### config.mk
export PLATFORM = sky130hd
export DESIGN_NAME = store_unit
export DESIGN_NICKNAME = d
export VERILOG_FILES = /design/src/rtl/store_unit.sv
export SDC_FILE = /design/constraint.sdc
export NUM_CORES = 1
export LEC_CHECK = 0
export BUFFER_PORTS_ARGS = -buffer_cell sky130_fd_sc_hd__buf_2
export CAP_MARGIN = 20
export CORE_MARGIN = 2
export CORE_UTILIZATION = 50
export CTS_CLUSTER_SIZE = 20
export DETAILED_ROUTE_END_ITERATION = 12
export GPL_ROUTABILITY_DRIVEN = 0
export HOLD_SLACK_MARGIN = 0.03
export PLACE_DENSITY = 0.81
export SYNTH_ARGS = -nofsm -noshare
export SYNTH_HDL_FRONTEND = slang
export SYNTH_SLANG_ARGS = --single-unit
export TNS_END_PERCENT = 5
### constraint.sdc
create_clock -name clk -period 3.9 [get_ports clk]
set_input_delay 0.78 -clock clk [delete_from_list [all_inputs] [get_ports clk]]
set_output_delay 0.78 -clock clk [all_outputs]
set_load 0.01 [all_outputs]
### src/rtl/store_unit.sv
// store_unit: multi-cycle store sequencer for sw/sh/sb into a word-addressed
// data memory. Word stores write directly; halfword/byte stores read the
// addressed word, merge the selected lane(s) and write the word back.
//
// Ports:
//   clk        rising-edge clock
//   reset      asynchronous active-high reset
//   start      one-cycle request, sampled only in IDLE
//   size       00 word, 01 halfword, 10 byte, 11 invalid
//   addr       byte address, sampled with start
//   data_in    store data, sampled with start
//   mem_rdata  memory read data, valid one cycle after the address is presented
//   mem_addr   word-aligned memory address
//   mem_wdata  memory write data
//   mem_we     memory write enable, high for exactly one cycle per valid request
//   busy       high in every state except IDLE
//   done       one-cycle pulse on successful completion
//   err        one-cycle pulse on a misaligned or invalid request
module store_unit (
    input  logic        clk,
    input  logic        reset,
    input  logic        start,
    input  logic [1:0]  size,
    input  logic [31:0] addr,
    input  logic [31:0] data_in,
    input  logic [31:0] mem_rdata,
    output logic [31:0] mem_addr,
    output logic [31:0] mem_wdata,
    output logic        mem_we,
    output logic        busy,
    output logic        done,
    output logic        err
);

    localparam int unsigned DATA_W = 32;
    localparam int unsigned HALF_W = 16;

    localparam logic [1:0] SIZE_WORD = 2'b00;
    localparam logic [1:0] SIZE_HALF = 2'b01;
    localparam logic [1:0] SIZE_BYTE = 2'b10;
    localparam logic [1:0] SIZE_BAD  = 2'b11;

    typedef enum logic [2:0] {
        IDLE  = 3'd0,
        READ  = 3'd1,
        WAIT  = 3'd2,
        WRITE = 3'd3,
        DONE  = 3'd4
    } state_t;

    state_t              state;
    state_t              stateNext;

    logic [DATA_W-1:0]   addrQ;
    logic [1:0]          sizeQ;
    logic [HALF_W-1:0]   dataQ;
    logic [DATA_W-1:0]   wbuf;
    logic                errQ;

    logic                reqBad;
    logic                accept;
    logic                reject;
    logic [DATA_W-1:0]   mergedWord;

    // Replace the addressed byte or halfword lane of the read word.
    function automatic logic [DATA_W-1:0] mergeLane(
        input logic [DATA_W-1:0] word,
        input logic [1:0]        lane,
        input logic              isByte,
        input logic [HALF_W-1:0] data
    );
        logic [DATA_W-1:0] res;
        res = word;
        if (isByte) begin
            res[{lane, 3'b000} +: 8] = data[7:0];
        end else begin
            res[{lane[1], 4'b0000} +: HALF_W] = data;
        end
        return res;
    endfunction

    // Alignment / encoding check on the incoming request.
    always_comb begin
        reqBad = 1'b0;
        case (size)
            SIZE_WORD: reqBad = (addr[1:0] != 2'b00);
            SIZE_HALF: reqBad = addr[0];
            SIZE_BYTE: reqBad = 1'b0;
            SIZE_BAD:  reqBad = 1'b1;
            default:   reqBad = 1'b1;
        endcase
    end

    assign accept = (state == IDLE) && start && !reqBad;
    assign reject = (state == IDLE) && start && reqBad;

    assign mergedWord = mergeLane(mem_rdata, addrQ[1:0], (sizeQ == SIZE_BYTE), dataQ);

    // State register.
    always_ff @(posedge clk or posedge reset) begin
        if (reset) begin
            state <= IDLE;
        end else begin
            state <= stateNext;
        end
    end

    // Next-state logic.
    always_comb begin
        stateNext = state;
        case (state)
            IDLE: begin
                if (accept) begin
                    stateNext = (size == SIZE_WORD) ? WRITE : READ;
                end
            end
            READ:    stateNext = WAIT;
            WAIT:    stateNext = WRITE;
            WRITE:   stateNext = DONE;
            DONE:    stateNext = IDLE;
            default: stateNext = IDLE;
        endcase
    end

    // Request capture, write buffer and error pulse. Captures only happen on
    // accepted requests so the memory port holds its last values in IDLE.
    always_ff @(posedge clk or posedge reset) begin
        if (reset) begin
            addrQ <= '0;
            sizeQ <= '0;
            dataQ <= '0;
            wbuf  <= '0;
            errQ  <= 1'b0;
        end else begin
            errQ <= reject;
            if (accept) begin
                addrQ <= addr;
                sizeQ <= size;
                dataQ <= data_in[HALF_W-1:0];
                if (size == SIZE_WORD) begin
                    wbuf <= data_in;
                end
            end
            // mem_rdata is only meaningful at the end of WAIT.
            if (state == WAIT) begin
                wbuf <= mergedWord;
            end
        end
    end

    // Outputs come from registers or a decode of the state register only.
    assign mem_addr  = {addrQ[DATA_W-1:2], 2'b00};
    assign mem_wdata = wbuf;
    assign mem_we    = (state == WRITE);
    assign busy      = (state != IDLE);
    assign done      = (state == DONE);
    assign err       = errQ;

endmodule

==> metrics.yaml, run 1 <==
htree_levels: 3
synth_area_um2: 4540
drc: 0
reg2reg_to: "mem_wdata[16]$_DFFE_PP0P_"
fp.dieArea_um2: 9850
worst_setup_path_start_kind: "flip-flop"
synth_compound_area_frac: 0.132
num_vias: 3769
required_ps: 4160
ctsResizeCount: 0
gr-usage-all-layers: 0.237
layout_min_cycle_time_ps: 2660
tightest_slew_ps: 978
grt_max_degree: 66
maxSlewHeadroom: 0.348
postSynthAreaPerCell_um2: 11.0
clk_transition_reported_paths_ps: 100
detail-route-antenna-nets: 0
core_um2: 8760
synthSimpleGateAreaFrac: 0.135
use_met1: 0.321
ios: 169
hold_viol_final: 0
area_delta_synth_final_pct: 20.4
cts_max_path_buffers: 2
syn_inst: 413
cts_setup_buffers: 0
synth-main-ff-cell: "dfrtp_1"
slew_viol_final: 0
cts_sinks: 86
rrSetupSlack_ps: 1240
hold_path.class: "in2async"
crit_end: "mem_wdata[16]$_DFFE_PP0P_"
yosysSeqAreaShare: 0.474
numCtsBuffers: 9
cts.root.buffer_cell: "clkbuf_8"
use_met3: 0.0506
period_share: 0.681
dpl.hpwl_mm: 8.43
dr.pass1.iters: 5
rsz0062_at_grt: "false"
ys_types: 46
fin_skew_ps: 12.1
drt_iter0_drc: 171
nets: 646
ys_seq_elements: 86
diodes: 0
setup_viol: 0
rows: 34
grt_pass1_wl_mm: 18.4
rr_worst_depth: 7
synth_xor_area_frac: 0
fp.dieW_um: 99.2
grt_overflow: 0
leakagePower_nw: 2.65
grt_pass1_vias: 3709
r2r_start: "addrQ[1]$_DFFE_PP0P_"
synth_top_area_cell: "dfrtp_1"
worst_slack_ps: 1240
maxCapViolCount: 0
cp-startpoint: "addrQ[1]$_DFFE_PP0P_"
routed_wl_mm: 11.8
clock_latency_ps: 350
yosysWarningCount: 0
routedWlPerCell_um: 18.1
postLayoutCoreUtil: 0.623
synth_edf_count: 0
async_reset_ff_frac: 1.00
vdd_drop_max_mv: 0.282
synthMuxAreaShare: 0.156
top_usage_layer: "met2"
cts_hold_buf: 0
status: "completed"
synthTopCellsByArea: "dfrtp_1 (47%), mux2_2 (11%), buf_4 (5.8%), nor3_1 (3.4%), a221oi_1 (3.1%)"
whs_ps: 379
arrival_ps: 2920
power_density_nw_per_um2: 844
grt_antenna_before_repair: 0
drive_gt1_frac: 0.444
synth_adder_area_share: 0.0138
vias_per_cell: 5.77
io_buffers: 166
tns_ps: 0
critPathCaptureType: "flip-flop"
cts_tree: "built"
preCtsSetupSlack_ps: 1210
synth_top_family_by_area: "multiplexers"
synth.top_cell.area_share: 0.474
fmax_mhz: 376
crit_path_max_fanout: 25
fillCellCount: 712
start_util: 0.518
fp.dieH_um: 99.2
crit_type: "reg2reg"
p_total_mw: 4.61
use_met2: 0.381
[state kept, by name, summed over array words and instances (netlist names)]
name,flops
err,1
state,3
mem_wdata,32
dataQ,16
sizeQ,2
addrQ,32
[worst max-delay path, stage by stage, from the launching register on]
cell      delay (ps)
dfrtp_1          330
buf_4            320
inv_1            180
ha_1             350
nor3b_2          560
a22o_1           430
a221oi_1         150
nor3_1           240
[kinds of logic (layout without fill, tap and decap cells)]
logic type | Yosys count | count (layout)
simple gates | 114 | 114
mux | 64 | 64
other cells | 1 | 2
flops | 86 | 86
compound gates | 78 | 78
buf+inv | 65 | 196
fa+ha+maj | 5 | 5
[per-stage QoR]
stage                     instances  instance area [µm²]
after floorplan                 414                 4540
after global placement          636                 5180
after CTS                       652                 5440
after global routing            653                 5460
after detailed placement        636                 5180
final                           653                 5460
[how the worst min path moves through the flow]
stage,to,slack (ps),depth (start not counted)
global route,addrQ[31]$_DFFE_PP0P_,380,2
floorplan,addrQ[26]$_DFFE_PP0P_,470,1
finish,addrQ[31]$_DFFE_PP0P_,380,2
CTS,addrQ[26]$_DFFE_PP0P_,510,1
global placement,addrQ[28]$_DFFE_PP0P_,470,1
detailed placement,addrQ[26]$_DFFE_PP0P_,480,1
[layout make-up]
cell class / instances / area [µm²] / share of cell area
multi-input cells: 263 / 1990 / 0.364
clock buffers: 9 / 124 / 0.0227
clock inverters: 7 / 126 / 0.0231
well taps: 108 / 135 / 0.0247
repair buffers: 174 / 911 / 0.167
flip-flops and latches: 86 / 2150 / 0.394
inverters: 6 / 23.8 / 0.00435
[layer usage]
metal | share of wire | up-vias
li1 | - | 1743
met3 | 0.079 | 16
met5 | 0 | -
met1 | 0.43 | 1827
met2 | 0.47 | 183
met4 | 0.018 | 0
[where the power goes]
group          internal (mW)  switching [mW]  total [mW]
clock network          0.435           0.342       0.777
logic                  0.991            1.17        2.16
registers               1.34           0.333        1.68
total                   2.77            1.84        4.61
[cell usage after synthesis, types with 2 or more instances]
cell / n
nand2_1: 13
and2_1: 4
o211ai_1: 4
mux2i_1: 14
a221oi_1: 16
a311oi_1: 6
a31oi_1: 3
a211oi_1: 12
ha_1: 5
nor3b_1: 2
o21ai_0: 5
o22ai_1: 2
nand2b_1: 2
clkbuf_1: 9
and3_1: 9
buf_4: 35
a22o_1: 5
nor2b_1: 10
nand3_1: 12
nor2_1: 22
a21oi_1: 9
nor3_1: 31
mux2_2: 44
dfrtp_1: 86
a32o_1: 2
o31ai_1: 2
a211o_1: 9
inv_1: 6
mux2_1: 5
buf_2: 13
[cells in the final DEF (no fill, tap or decap), types with 3 or more instances in the layout]
master and instances:
buf_4 7, a211o_1 9, dfrtp_1 86, o211ai_1 4, clkbuf_8 9, nand2_1 12, and3_1 9, a22o_1 5
and2_1 4, a211oi_1 12, ha_1 5, o21ai_0 5, mux2_2 44, a21oi_1 9, nor2b_1 10, nand3_1 12
buf_2 166, bufinv_16 3, nor2_1 22, nor3_1 31, mux2_1 5, a31oi_1 3, mux2i_1 14, inv_1 5
a221oi_1 16, a311oi_1 6
Note: power is estimated with default switching activity, not from simulation.
==> inputs of run 2 (changes only) <==
==> constraint.sdc (replaced) <==
create_clock -name clk -period 2.7 [get_ports clk]
set_input_delay 0.54 -clock clk [delete_from_list [all_inputs] [get_ports clk]]
set_output_delay 0.54 -clock clk [all_outputs]
set_load 0.01 [all_outputs]
==> metrics.yaml, run 2 (same netlist as run 1, synthesis figures left out) <==
numCtsBuffers: 9  # unchanged
drt_iter0_drc: 261  # +53%
multiInputGateArea_um2: 1990  # unchanged
use_met1: 0.345  # +0.0235
clock_latency_ps: 360  # about the same
use_met2: 0.376  # -0.00468
cts_hold_buf: 0  # unchanged
fp.dieH_um: 99.2  # unchanged
vdd_drop_max_mv: 0.431  # +53%
slew_viol_final: 0  # unchanged
switching_share: 0.405  # +0.00538
layout_min_cycle_time_ps: 2310  # -348 ps
leakagePower_nw: 2.64  # -0.34%
top_usage_layer: "met2"
nets: 648  # +0.31%
routedWlPerCell_um: 18.2  # +0.57%
vias_per_cell: 5.82  # +0.89%
p_total_mw: 6.59  # +43%
layoutNonFillerInstCount: 656  # +0.46%
clockPowerShare: 0.157  # -0.012
crit_path_max_fanout: 9  # -64%
routed_wl_mm: 11.9  # +1.0%
start_util: 0.518  # unchanged
cts_sinks: 86  # unchanged
fp.dieArea_um2: 9850  # unchanged
final_cell_mix: "buf_2 (166), dfrtp_1 (86), mux2_2 (44), nor3_1 (31), nor2_1 (22)"
detail-route-antenna-nets: 0  # unchanged
ios: 169  # unchanged
p_sw_mw: 2.67  # +45%
tightest_slew_ps: 849  # -129 ps
gr-usage-all-layers: 0.243  # +0.00654
fin_skew_ps: 9.40  # -2.74 ps
ctsResizeCount: 0  # unchanged
maxCapViolCount: 0  # unchanged
dpl.hpwl_mm: 8.46  # +0.41%
grt_pass1_wl_mm: 19.0  # +3.0%
final-seq-area_um2: 2150  # unchanged
rsz0062_at_grt: "false"
tns_ps: 0  # unchanged
required_ps: 2980  # -1180 ps
setup_viol: 0  # unchanged
postLayoutCellArea_um2: 5450  # -0.21%
grt_max_degree: 87  # +32%
clk_transition_reported_paths_ps: 90  # about the same
placed_area_um2: 5220  # +0.72%
cts_max_path_buffers: 2  # unchanged
pwr-share-seq: 0.366  # +0.003
fmax_mhz: 433  # +15%
rows: 34  # unchanged
comb_power_share: 0.477  # +0.009
layout_commonest_cell: "buf_2"
status: "completed"
crit_type: "reg2reg"
cts_setup_buffers: 0  # unchanged
drc: 0  # unchanged
period_share: 0.855  # +0.174
maxSlewHeadroom: 0.434  # +0.0861
drive_gt1_frac: 0.446  # +0.00203
num_vias: 3820  # +1.4%
grt_pass1_vias: 3742  # +0.89%
hold_path.class: "in2async"
p_int_mw: 3.92  # +42%
fp.dieW_um: 99.2  # unchanged
grt_antenna_before_repair: 0  # unchanged
place_inst: 639  # +0.47%
grt_overflow: 0  # unchanged
dr.pass1.iters: 4  # -1
critPathCaptureType: "flip-flop"
core_um2: 8760  # unchanged
area_delta_synth_final_pct: 20.2
hold_viol_final: 0  # unchanged
cts.root.buffer_cell: "clkbuf_8"
arrival_ps: 2590  # -330 ps
fillCellCount: 722  # +1.4%
io_buffers: 166  # unchanged
cts_tree: "built"
power_density_nw_per_um2: 1210  # +43%
worst_setup_path_start_kind: "flip-flop"
htree_levels: 3  # unchanged
use_met3: 0.0590  # +0.00843
run 2: cell type report:
type                            count  area share
Clock buffer                        9      0.0227
Tap cell                          108      0.0248
Multi-Input combinational cell    263       0.365
Antenna cell                        1    0.000459
Sequential cell                    86       0.395
Inverter                            6     0.00482
Clock inverter                      7      0.0188
Timing Repair Buffer              176       0.168
run 2: through the flow:
step	util	worst slack, ps	hold slack (ps)
after floorplan	-	616	465
after detailed placement	0.596	440	479
after global routing	0.622	196	333
after CTS	0.622	422	315
final	0.622	391	301
after global placement	0.596	590	468
run 2: power by group through the flow:
stage               Clock [mW]  Sequential, mW  Combinational (mW)
floorplan                    0            2.41                2.35
global placement             0            2.39                3.04
detailed placement           0            2.42                3.14
CTS                       1.06            2.40                3.15
global route              1.11            2.50                3.46
finish                    1.03            2.41                3.14
run 2: final timing paths:
kind / from / end / slack (ps) / cells past startpoint
min: reset / addrQ[14]$_DFFE_PP0P_ / 300 / 3
max in group asynchronous: reset / addrQ[5]$_DFFE_PP0P_ / 2060 / 3
min reg2reg: addrQ[28]$_DFFE_PP0P_ / addrQ[28]$_DFFE_PP0P_ / 490 / 1
max reg2reg: addrQ[0]$_DFFE_PP0P_ / mem_wdata[18]$_DFFE_PP0P_ / 390 / 6
min in group clk: data_in[30] / mem_wdata[30]$_DFFE_PP0P_ / 390 / 2
max: addrQ[0]$_DFFE_PP0P_ / mem_wdata[18]$_DFFE_PP0P_ / 390 / 6
run 2: per-layer routing:
metal  wire (µm)  share of wire
met1        5080           0.43
met2        5630           0.47
met3         994          0.083
met4         221          0.019
met5           0              0
run 2: critical path, stage by stage (launching register included):
cell and delay, ps:
dfrtp_1 490, inv_1 120, ha_1 330, nor3b_2 520, a22o_1 410, a221oi_1 160
nor3_1 210
